### config.mk
export PLATFORM = sky130hd
export DESIGN_NAME = mem_copy_engine
export DESIGN_NICKNAME = d
export VERILOG_FILES = /design/src/rtl/mem_copy_pkg.sv /design/src/rtl/mem_copy_addr_gen.sv /design/src/rtl/mem_copy_engine.sv
export SDC_FILE = /design/constraint.sdc
export NUM_CORES = 1
export LEC_CHECK = 0
export CAP_MARGIN = 5
export CORE_MARGIN = 1.5
export CORE_UTILIZATION = 45
export DETAILED_ROUTE_END_ITERATION = 6
export PLACE_DENSITY = 0.77
export SLEW_MARGIN = 5
export SYNTH_ARGS = -nofsm -noshare
export SYNTH_HDL_FRONTEND = slang
export SYNTH_HIERARCHICAL = 1
export SYNTH_SLANG_ARGS = --single-unit
export TNS_END_PERCENT = 50
### constraint.sdc
create_clock -name clock -period 2.6 [get_ports clock]
set_input_delay 0.52 -clock clock [delete_from_list [all_inputs] [get_ports clock]]
set_output_delay 0.52 -clock clock [all_outputs]
set_load 0.005 [all_outputs]
### src/rtl/mem_copy_pkg.sv
// Shared definitions for the memory copy engine: FSM state encoding and the
// copy-direction decision used to make overlapping copies behave like memmove.
package mem_copy_pkg;

    typedef enum logic [1:0] {
        ST_IDLE  = 2'd0,
        ST_READ  = 2'd1,
        ST_WRITE = 2'd2,
        ST_DONE  = 2'd3
    } state_e;

    // Descending copy is needed when the destination starts inside the source
    // window (measured modulo 2^k); otherwise ascending order is safe.
    function automatic logic copy_desc(input logic [31:0] src,
                                       input logic [31:0] dst,
                                       input logic [31:0] len,
                                       input int unsigned k);
        logic [31:0] mask;
        logic [31:0] d;
        mask = (k >= 32) ? '1 : ((32'd1 << k) - 32'd1);
        d    = (dst - src) & mask;
        return (d != 32'd0) && (d < len);
    endfunction

endpackage

### src/rtl/mem_copy_addr_gen.sv
// Source/destination address stepping and remaining-word count for the copy
// engine. Direction is captured on load and holds for the whole copy.
module mem_copy_addr_gen #(
    parameter int unsigned K = 10
) (
    input  logic         clock,
    input  logic         reset_n,
    input  logic         load_i,
    input  logic         step_i,
    input  logic         desc_i,
    input  logic [K-1:0] src_i,
    input  logic [K-1:0] dst_i,
    input  logic [K:0]   len_i,
    output logic [K-1:0] src_addr_o,
    output logic [K-1:0] dst_addr_o,
    output logic         last_o
);

    logic [K-1:0] src_q, src_d;
    logic [K-1:0] dst_q, dst_d;
    logic [K:0]   cnt_q, cnt_d;
    logic         desc_q, desc_d;

    // Next-state: load start addresses (top of window when descending), or step.
    always_comb begin
        src_d  = src_q;
        dst_d  = dst_q;
        cnt_d  = cnt_q;
        desc_d = desc_q;
        if (load_i) begin
            desc_d = desc_i;
            cnt_d  = len_i;
            if (desc_i) begin
                // len of 2^K has low bits 0, so this still lands on src-1 mod 2^K
                src_d = src_i + len_i[K-1:0] - K'(1);
                dst_d = dst_i + len_i[K-1:0] - K'(1);
            end else begin
                src_d = src_i;
                dst_d = dst_i;
            end
        end else if (step_i) begin
            src_d = desc_q ? (src_q - K'(1)) : (src_q + K'(1));
            dst_d = desc_q ? (dst_q - K'(1)) : (dst_q + K'(1));
            cnt_d = cnt_q - (K+1)'(1);
        end
    end

    // Address/count registers, cleared by reset.
    always_ff @(posedge clock or negedge reset_n) begin
        if (!reset_n) begin
            src_q  <= '0;
            dst_q  <= '0;
            cnt_q  <= '0;
            desc_q <= 1'b0;
        end else begin
            src_q  <= src_d;
            dst_q  <= dst_d;
            cnt_q  <= cnt_d;
            desc_q <= desc_d;
        end
    end

    assign src_addr_o = src_q;
    assign dst_addr_o = dst_q;
    // The word being written now is the final one.
    assign last_o     = (cnt_q == (K+1)'(1));

endmodule

### src/rtl/mem_copy_engine.sv
// Memory-to-memory copy engine driving a single-port memory (A/WD/WE/RA).
// Each word costs a READ cycle and a WRITE cycle; overlapping copies pick
// their direction so the result matches memmove.
// Optional: define MEM_COPY_CSUM_EN to add the csum output (mod-2^M sum of
// all words written by the last copy).
module mem_copy_engine
    import mem_copy_pkg::*;
#(
    parameter int unsigned M = 8,
    parameter int unsigned K = 10
) (
    input  logic         clock,
    input  logic         reset_n,
    input  logic         start,
    input  logic [K-1:0] src,
    input  logic [K-1:0] dst,
    input  logic [K:0]   len,
    output logic         busy,
    output logic         done,
    output logic [K-1:0] mem_a,
    output logic [M-1:0] mem_wd,
    output logic         mem_we,
`ifdef MEM_COPY_CSUM_EN
    output logic [M-1:0] csum,
`endif
    input  logic [M-1:0] mem_ra
);

    localparam logic [K:0] MAX_LEN = {1'b1, {K{1'b0}}};

    state_e       state_q, state_d;
    logic [M-1:0] data_q, data_d;
    logic [K:0]   len_eff;
    logic         desc;
    logic         ag_load, ag_step, ag_last;
    logic [K-1:0] src_addr, dst_addr;

    assign len_eff = (len > MAX_LEN) ? MAX_LEN : len;
    assign desc    = copy_desc(32'(src), 32'(dst), 32'(len_eff), K);

    mem_copy_addr_gen #(.K(K)) u_addr_gen (
        .clock      (clock),
        .reset_n    (reset_n),
        .load_i     (ag_load),
        .step_i     (ag_step),
        .desc_i     (desc),
        .src_i      (src),
        .dst_i      (dst),
        .len_i      (len_eff),
        .src_addr_o (src_addr),
        .dst_addr_o (dst_addr),
        .last_o     (ag_last)
    );

    // FSM next-state and Moore outputs; memory port idles at zero.
    always_comb begin
        state_d = state_q;
        data_d  = data_q;
        busy    = 1'b0;
        done    = 1'b0;
        mem_a   = '0;
        mem_wd  = '0;
        mem_we  = 1'b0;
        ag_load = 1'b0;
        ag_step = 1'b0;
        unique case (state_q)
            ST_IDLE: begin
                if (start) begin
                    ag_load = 1'b1;
                    state_d = (len_eff == '0) ? ST_DONE : ST_READ;
                end
            end
            ST_READ: begin
                busy    = 1'b1;
                mem_a   = src_addr;
                data_d  = mem_ra;
                state_d = ST_WRITE;
            end
            ST_WRITE: begin
                busy    = 1'b1;
                mem_a   = dst_addr;
                mem_wd  = data_q;
                mem_we  = 1'b1;
                ag_step = 1'b1;
                state_d = ag_last ? ST_DONE : ST_READ;
            end
            ST_DONE: begin
                done    = 1'b1;
                state_d = ST_IDLE;
            end
            default: state_d = ST_IDLE;
        endcase
    end

    // State and data register.
    always_ff @(posedge clock or negedge reset_n) begin
        if (!reset_n) begin
            state_q <= ST_IDLE;
            data_q  <= '0;
        end else begin
            state_q <= state_d;
            data_q  <= data_d;
        end
    end

`ifdef MEM_COPY_CSUM_EN
    logic [M-1:0] csum_q, csum_d;

    // Running sum: cleared on an accepted start, accumulates each written word.
    always_comb begin
        csum_d = csum_q;
        if (state_q == ST_IDLE && start)
            csum_d = '0;
        else if (state_q == ST_WRITE)
            csum_d = csum_q + data_q;
    end

    // Checksum register.
    always_ff @(posedge clock or negedge reset_n) begin
        if (!reset_n) csum_q <= '0;
        else          csum_q <= csum_d;
    end

    assign csum = csum_q;
`endif

endmodule

Word-level counts from Yosys, hierarchy flattened
Index checks and enable logic that the tools add are counted.

storage, ports and cells
  bits of input ports = 42
  word-level logic and storage cells = 51
  register bits = 42

cells by class
  reduce and logical (&&, ||, !) cells = 6
  equality and inequality tests = 5
  $add $sub $neg = 10
  muxes and demuxes = 22
  $lt $le $gt $ge = 2

operators with widths
  cell                                                    count
  two-way mux 10 bit                                      8
  subtractor 10 x 1 -> 10 bit (second input constant)     4
  two-way mux 11 bit                                      3
  nonzero test 32 bit                                     1
  adder 10 x 1 -> 10 bit (second input constant)          2
  adder 10 bit                                            2
  one-hot mux 10 bit (2 select lines)                     1
  equality test 11 x 1 -> 1 bit (second input constant)   1
  greater-than comparator 11 bit (second input constant)  1
  zero test 11 bit                                        1
  < comparator 10 x 11 -> 1 bit                           1
  subtractor 11 x 1 -> 11 bit (second input constant)     1
  subtractor 10 bit                                       1
  two-way mux 8 bit                                       1
  one-hot mux 2 bit (4 select lines)                      1
  two-way mux 2 bit                                       3
  two-way mux 1 bit                                       5
  equality test 2 bit (second input constant)             2
  equality test 2 x 1 -> 1 bit (second input constant)    1
  zero test 2 bit                                         1
  inequality test 2 bit (second input constant)           1
  nonzero test 2 bit                                      1
  OR reduction 2 bit                                      1
  logical AND 1 bit                                       1

Depth between registers and ports, before layout
  depth in word-level cells = 6
  depth in mapped cells = 20

Hierarchy
The synthesis kept the hierarchy.

by module, submodules not included
  module             cells each  sequential area each (sq um)  instances  area each (sq um)
  mem_copy_addr_gen  458         800.8                         1          3612.2
  mem_copy_engine    191         250.2                         1          1519.0

Worst setup path after synthesis
No wires, ideal clock.

  kind = input port to flip-flop
  from = input dst[0]
  to = register u_addr_gen.dst_q[8], in the netlist u_addr_gen/dst_addr_o[8]
  path slack = -1.275 ns
  setup time = 0.087 ns
  data arrival time = 3.788 ns
  stages = 17
  buffers on the path = 2
  cells stage by stage = inv_1 ha_1 fa_1 and2b_1 o2111ai_2 a21o_2 a311o_2 ha_1 nand4_1 o31a_1 o22ai_1 a31oi_1 clkbuf_1 clkbuf_1 nand2_1 mux2_2 a22oi_1

between the ends
  word-level cells in the longest chain between the ends = 5

RTL lines
  element                                                               RTL line                 RTL
  start, declared                                                       mem_copy_engine.sv:16    input logic [K-1:0] dst,
  subtractor 10 bit *                                                   mem_copy_pkg.sv:21       d = (dst - src) & mask;
  < comparator 10 x 11 -> 1 bit or nonzero test 32 bit (tied branches)  mem_copy_pkg.sv:22       return (d != 32'd0) && (d < len);
  logical AND 1 bit *                                                   mem_copy_pkg.sv:22
  net desc                                                              mem_copy_engine.sv:34    logic desc;
  two-way mux 10 bit *                                                  mem_copy_addr_gen.sv:33  if (desc_i) begin
  two-way mux 10 bit *                                                  mem_copy_addr_gen.sv:30  if (load_i) begin
  end signal, assigned                                                  mem_copy_addr_gen.sv:57  dst_q <= dst_d;
  end, declared                                                         mem_copy_addr_gen.sv:20  logic [K-1:0] dst_q, dst_d;

Mark *: on every way through the listed nets, which the timed path passes. The rest lies on a longest branch.
A chain may end at the register's enable or synchronous reset.

Worst setup path in the final report
  from = input dst[0]
  to = register u_addr_gen.src_q[9], in the netlist u_addr_gen/src_addr_o[9]

between the ends
  word-level cells in the longest chain between the ends = 5

RTL lines
  element                                                               RTL line                 RTL
  subtractor 10 bit *                                                   mem_copy_pkg.sv:21
  < comparator 10 x 11 -> 1 bit or nonzero test 32 bit (tied branches)  mem_copy_pkg.sv:22
  logical AND 1 bit *                                                   mem_copy_pkg.sv:22
  net desc                                                              mem_copy_engine.sv:34
  two-way mux 10 bit *                                                  mem_copy_addr_gen.sv:33
  two-way mux 10 bit *                                                  mem_copy_addr_gen.sv:30
  end signal, assigned                                                  mem_copy_addr_gen.sv:56  src_q <= src_d;
  end, declared                                                         mem_copy_addr_gen.sv:19  logic [K-1:0] src_q, src_d;

Marked as above.

==> impl_metrics.env <==
export IMPL_status="finished with violations"
export IMPL_violations="negative setup slack"
export IMPL_tritoncts="done"
export IMPL_boundaryPins=63
export IMPL_crit_chain="buf_12, inv_12, ha_4, fa_2, and2b_1, o2111ai_2, a21o_2, a311o_2, ha_4, nand4_1, o31a_1, o22ai_2, a31oi_4, buf_12, and4_1, or3_1, o211ai_1"
export IMPL_leakage_nw=3.45
export IMPL_yosysMostFrequentCell="inv_1"
export IMPL_finalCritPeriodShare=1.36
export IMPL_grt_pass1_wl_mm=23.9
export IMPL_drc_errors=0
export IMPL_n_antenna_cell=0
export IMPL_initial_utilization=0.467
export IMPL_rsz0062_at_grt="yes"
export IMPL_coreArea_mm2=0.0110
export IMPL_dp_hpwl_mm=11.6
export IMPL_synth_area_mm2=0.00513
export IMPL_post_drt_wl_per_cell_um=16.1
export IMPL_clock_latency_ps=290
export IMPL_grt_max_degree=43
export IMPL_portBuffers=62
export IMPL_critPathLaunchType="input port"
export IMPL_clockBufferDepth=2
export IMPL_multi_input_area_mm2=0.00398
export IMPL_cp_max_fo=7
export IMPL_crit_type="in2reg"
export IMPL_area_delta_synth_final_pct=43.9
export IMPL_synth_area_top_cells="dfrtp_1 20%, ha_1 18%, inv_1 7.2%"
export IMPL_ys_seq_area_frac=0.205
export IMPL_htreeDepth=2
export IMPL_rows=38
export IMPL_fin_nets=939
export IMPL_die_x_um=110
export IMPL_cts_sinks=42
export IMPL_postSynthCellCount=649
export IMPL_synth_ff_type="dfrtp_1"
export IMPL_setup_viol=21
export IMPL_n_fill_cell=862
export IMPL_drt_total_wl_mm=15.4
export IMPL_ir_drop_uv=724
export IMPL_yosys_area_top_type_share=0.205
export IMPL_critPathRequiredTime_ps=2800
export IMPL_drtAntennaViolNets=0
export IMPL_fin_worst_hold_slack_ps=370
export IMPL_drive_gt1_frac=0.262
export IMPL_hp_class="in2async"
export IMPL_maxSlewViolCount=0
export IMPL_critPathMaxStageDelay_ps=350
export IMPL_overflow=0
export IMPL_finalWeightedCongestion=0.949
export IMPL_via_count=5282
export IMPL_design_area_mm2=0.00738
export IMPL_gr_usage_all_layers=0.251
export IMPL_synth_fp_nets=771
export IMPL_dieArea_mm2=0.0121
export IMPL_drtIter0Drc=214
export IMPL_fmax_mhz=282
export IMPL_cts_root_buf="clkbuf_16"
export IMPL_die_h_um=110
export IMPL_end_kind="register"
export IMPL_regArea_mm2=0.00105
export IMPL_synth_edf_count=0
export IMPL_power_total_mw=6.88
export IMPL_fin_ws_ps=-942
export IMPL_yosys_warnings=6
export IMPL_grt_antenna_before_repair=0
export IMPL_ys_ff_latch=42
export IMPL_arrival_ps=3750
export IMPL_instances_no_fill=958
export IMPL_placed_cells=939
export IMPL_yosysUniqueCellTypes=61
export IMPL_synth_common_cells="99 x inv_1, 75 x ha_1, 47 x nand2_1"
export IMPL_p_per_area_mw_per_mm2=931
export IMPL_finalHoldViolations=0
export IMPL_worstMarginPinSlew_ps=932
export IMPL_cp_slowest_cell="fa_2"
export IMPL_clkTransAtPathRegs_ps=60
export IMPL_post_drt_via_cell_ratio=5.51
export IMPL_cts_inserted_buffers=5
export IMPL_async_flop_share=1.00
export IMPL_first_global_vias=5249
export IMPL_fin_crit_ps=3540
export IMPL_max_cap_viol_count=0
export IMPL_place_area_mm2=0.00674
export IMPL_pre_cts_slack_ps=-1820
export IMPL_avgSynthCellArea_um2=7.91
export IMPL_drt_pass1_iterations=5
export IMPL_cts_hold_buffers=0
export IMPL_finClkSkew_ps=5.27
export IMPL_post_synth_top_area_cell="dfrtp_1"
export IMPL_relSlewSlack=0.379
-- kinds of logic after synthesis --
family | Yosys count | share of synthesized area
fa+ha+maj | 80 | 0.202
flops | 42 | 0.205
xor+xnor | 37 | 0.0632
mux | 22 | 0.0458
simple gates | 184 | 0.188
compound gates | 163 | 0.207
buf+inv | 121 | 0.0888
-- layout make-up --
type	count	share of cell area
Multi-Input combinational cell	486	0.539
Timing Repair Buffer	181	0.217
Sequential cell	42	0.142
Inverter	101	0.0547
Tap cell	140	0.0237
Clock buffer	6	0.0175
Clock inverter	2	0.00508
-- power breakdown --
| group | switching, mW | internal, mW |
|---|---|---|
| clock network | 0.253 | 0.453 |
| logic | 2.50 | 2.36 |
| registers | 0.311 | 0.991 |
-- timing repair --
action | CTS | global route
buffers inserted | 2 | 9
pin swaps | 28 | 28
setup endpoints to repair | 39 | 38
gates cloned | 1 | 1
resized for setup | 50 | 64
-- metal layers --
layer | global-route usage | vias up | share of wire
li1 | - | 2596 | -
met1 | 0.302 | 2494 | 0.42
met2 | 0.455 | 159 | 0.50
met3 | 0.0249 | 33 | 0.041
met4 | 0.0983 | 0 | 0.031
met5 | 0 | - | 0
-- sequential cells by signal, indices dropped and copies added, names as in the netlist --
register / cells
u_addr_gen/cnt_q: 11
u_addr_gen/dst_addr_o: 10
u_addr_gen/src_addr_o: 10
data_q: 8
state_q: 2
u_addr_gen/desc_q: 1
-- critical path, delay by kind of cell --
kind                       cells  cell delay [ps]
AOI/OAI and AO/OA              7             1330
adders and majority gates      3              780
and+or+nand+nor                4              800
buffers and inverters          3              320
-- cells in the final DEF (no fill, tap or decap), types with 7 or more instances in the layout --
| cell | netlist | final |
|---|---|---|
| a211oi_1 | 15 | 11 |
| a21oi_1 | 44 | 38 |
| a22oi_1 | 13 | 11 |
| and2_1 | 9 | 8 |
| buf_4 | 0 | 109 |
| clkdlybuf4s50_1 | 0 | 46 |
| dfrtp_1 | 42 | 42 |
| dlymetal6s2s_1 | 0 | 8 |
| ha_1 | 75 | 63 |
| ha_4 | 0 | 10 |
| inv_1 | 99 | 91 |
| inv_2 | 2 | 8 |
| mux2_2 | 12 | 10 |
| nand2_1 | 47 | 45 |
| nand2b_1 | 16 | 15 |
| nand3_1 | 16 | 14 |
| nor2_1 | 26 | 25 |
| nor2b_1 | 24 | 24 |
| nor3_1 | 14 | 14 |
| o211ai_1 | 7 | 7 |
| o21a_1 | 8 | 8 |
| o21ai_0 | 42 | 30 |
| o21ai_1 | 0 | 8 |
| xnor2_1 | 27 | 25 |
| xor2_1 | 10 | 10 |
-- path summary, 6_finish.rpt --
| path | startpoint | endpoint | slack [ps] | cells after the start |
|---|---|---|---|---|
| max in group asynchronous | reset_n | u_addr_gen/src_addr_o[5] | 1650 | 1 |
| setup reg to reg | u_addr_gen/dst_addr_o[0] | u_addr_gen/dst_addr_o[8] | 200 | 7 |
| setup / recovery | dst[0] | u_addr_gen/src_addr_o[9] | -940 | 17 |
| min in group clock | data_q[1] | data_q[1] | 500 | 1 |
| hold / removal | reset_n | data_q[3] | 370 | 1 |
| hold reg to reg | data_q[1] | data_q[1] | 500 | 1 |
-- metrics by stage --
step | TNS, ps | util
2_1_floorplan | -19540 | -
3_3_place_gp | -34110 | 0.613
3_5_place_dp | -36270 | 0.613
4_1_cts | -20510 | 0.647
5_1_grt | -20900 | 0.672
6_report | -17580 | 0.672
Power figures use the tool's default switching activity.
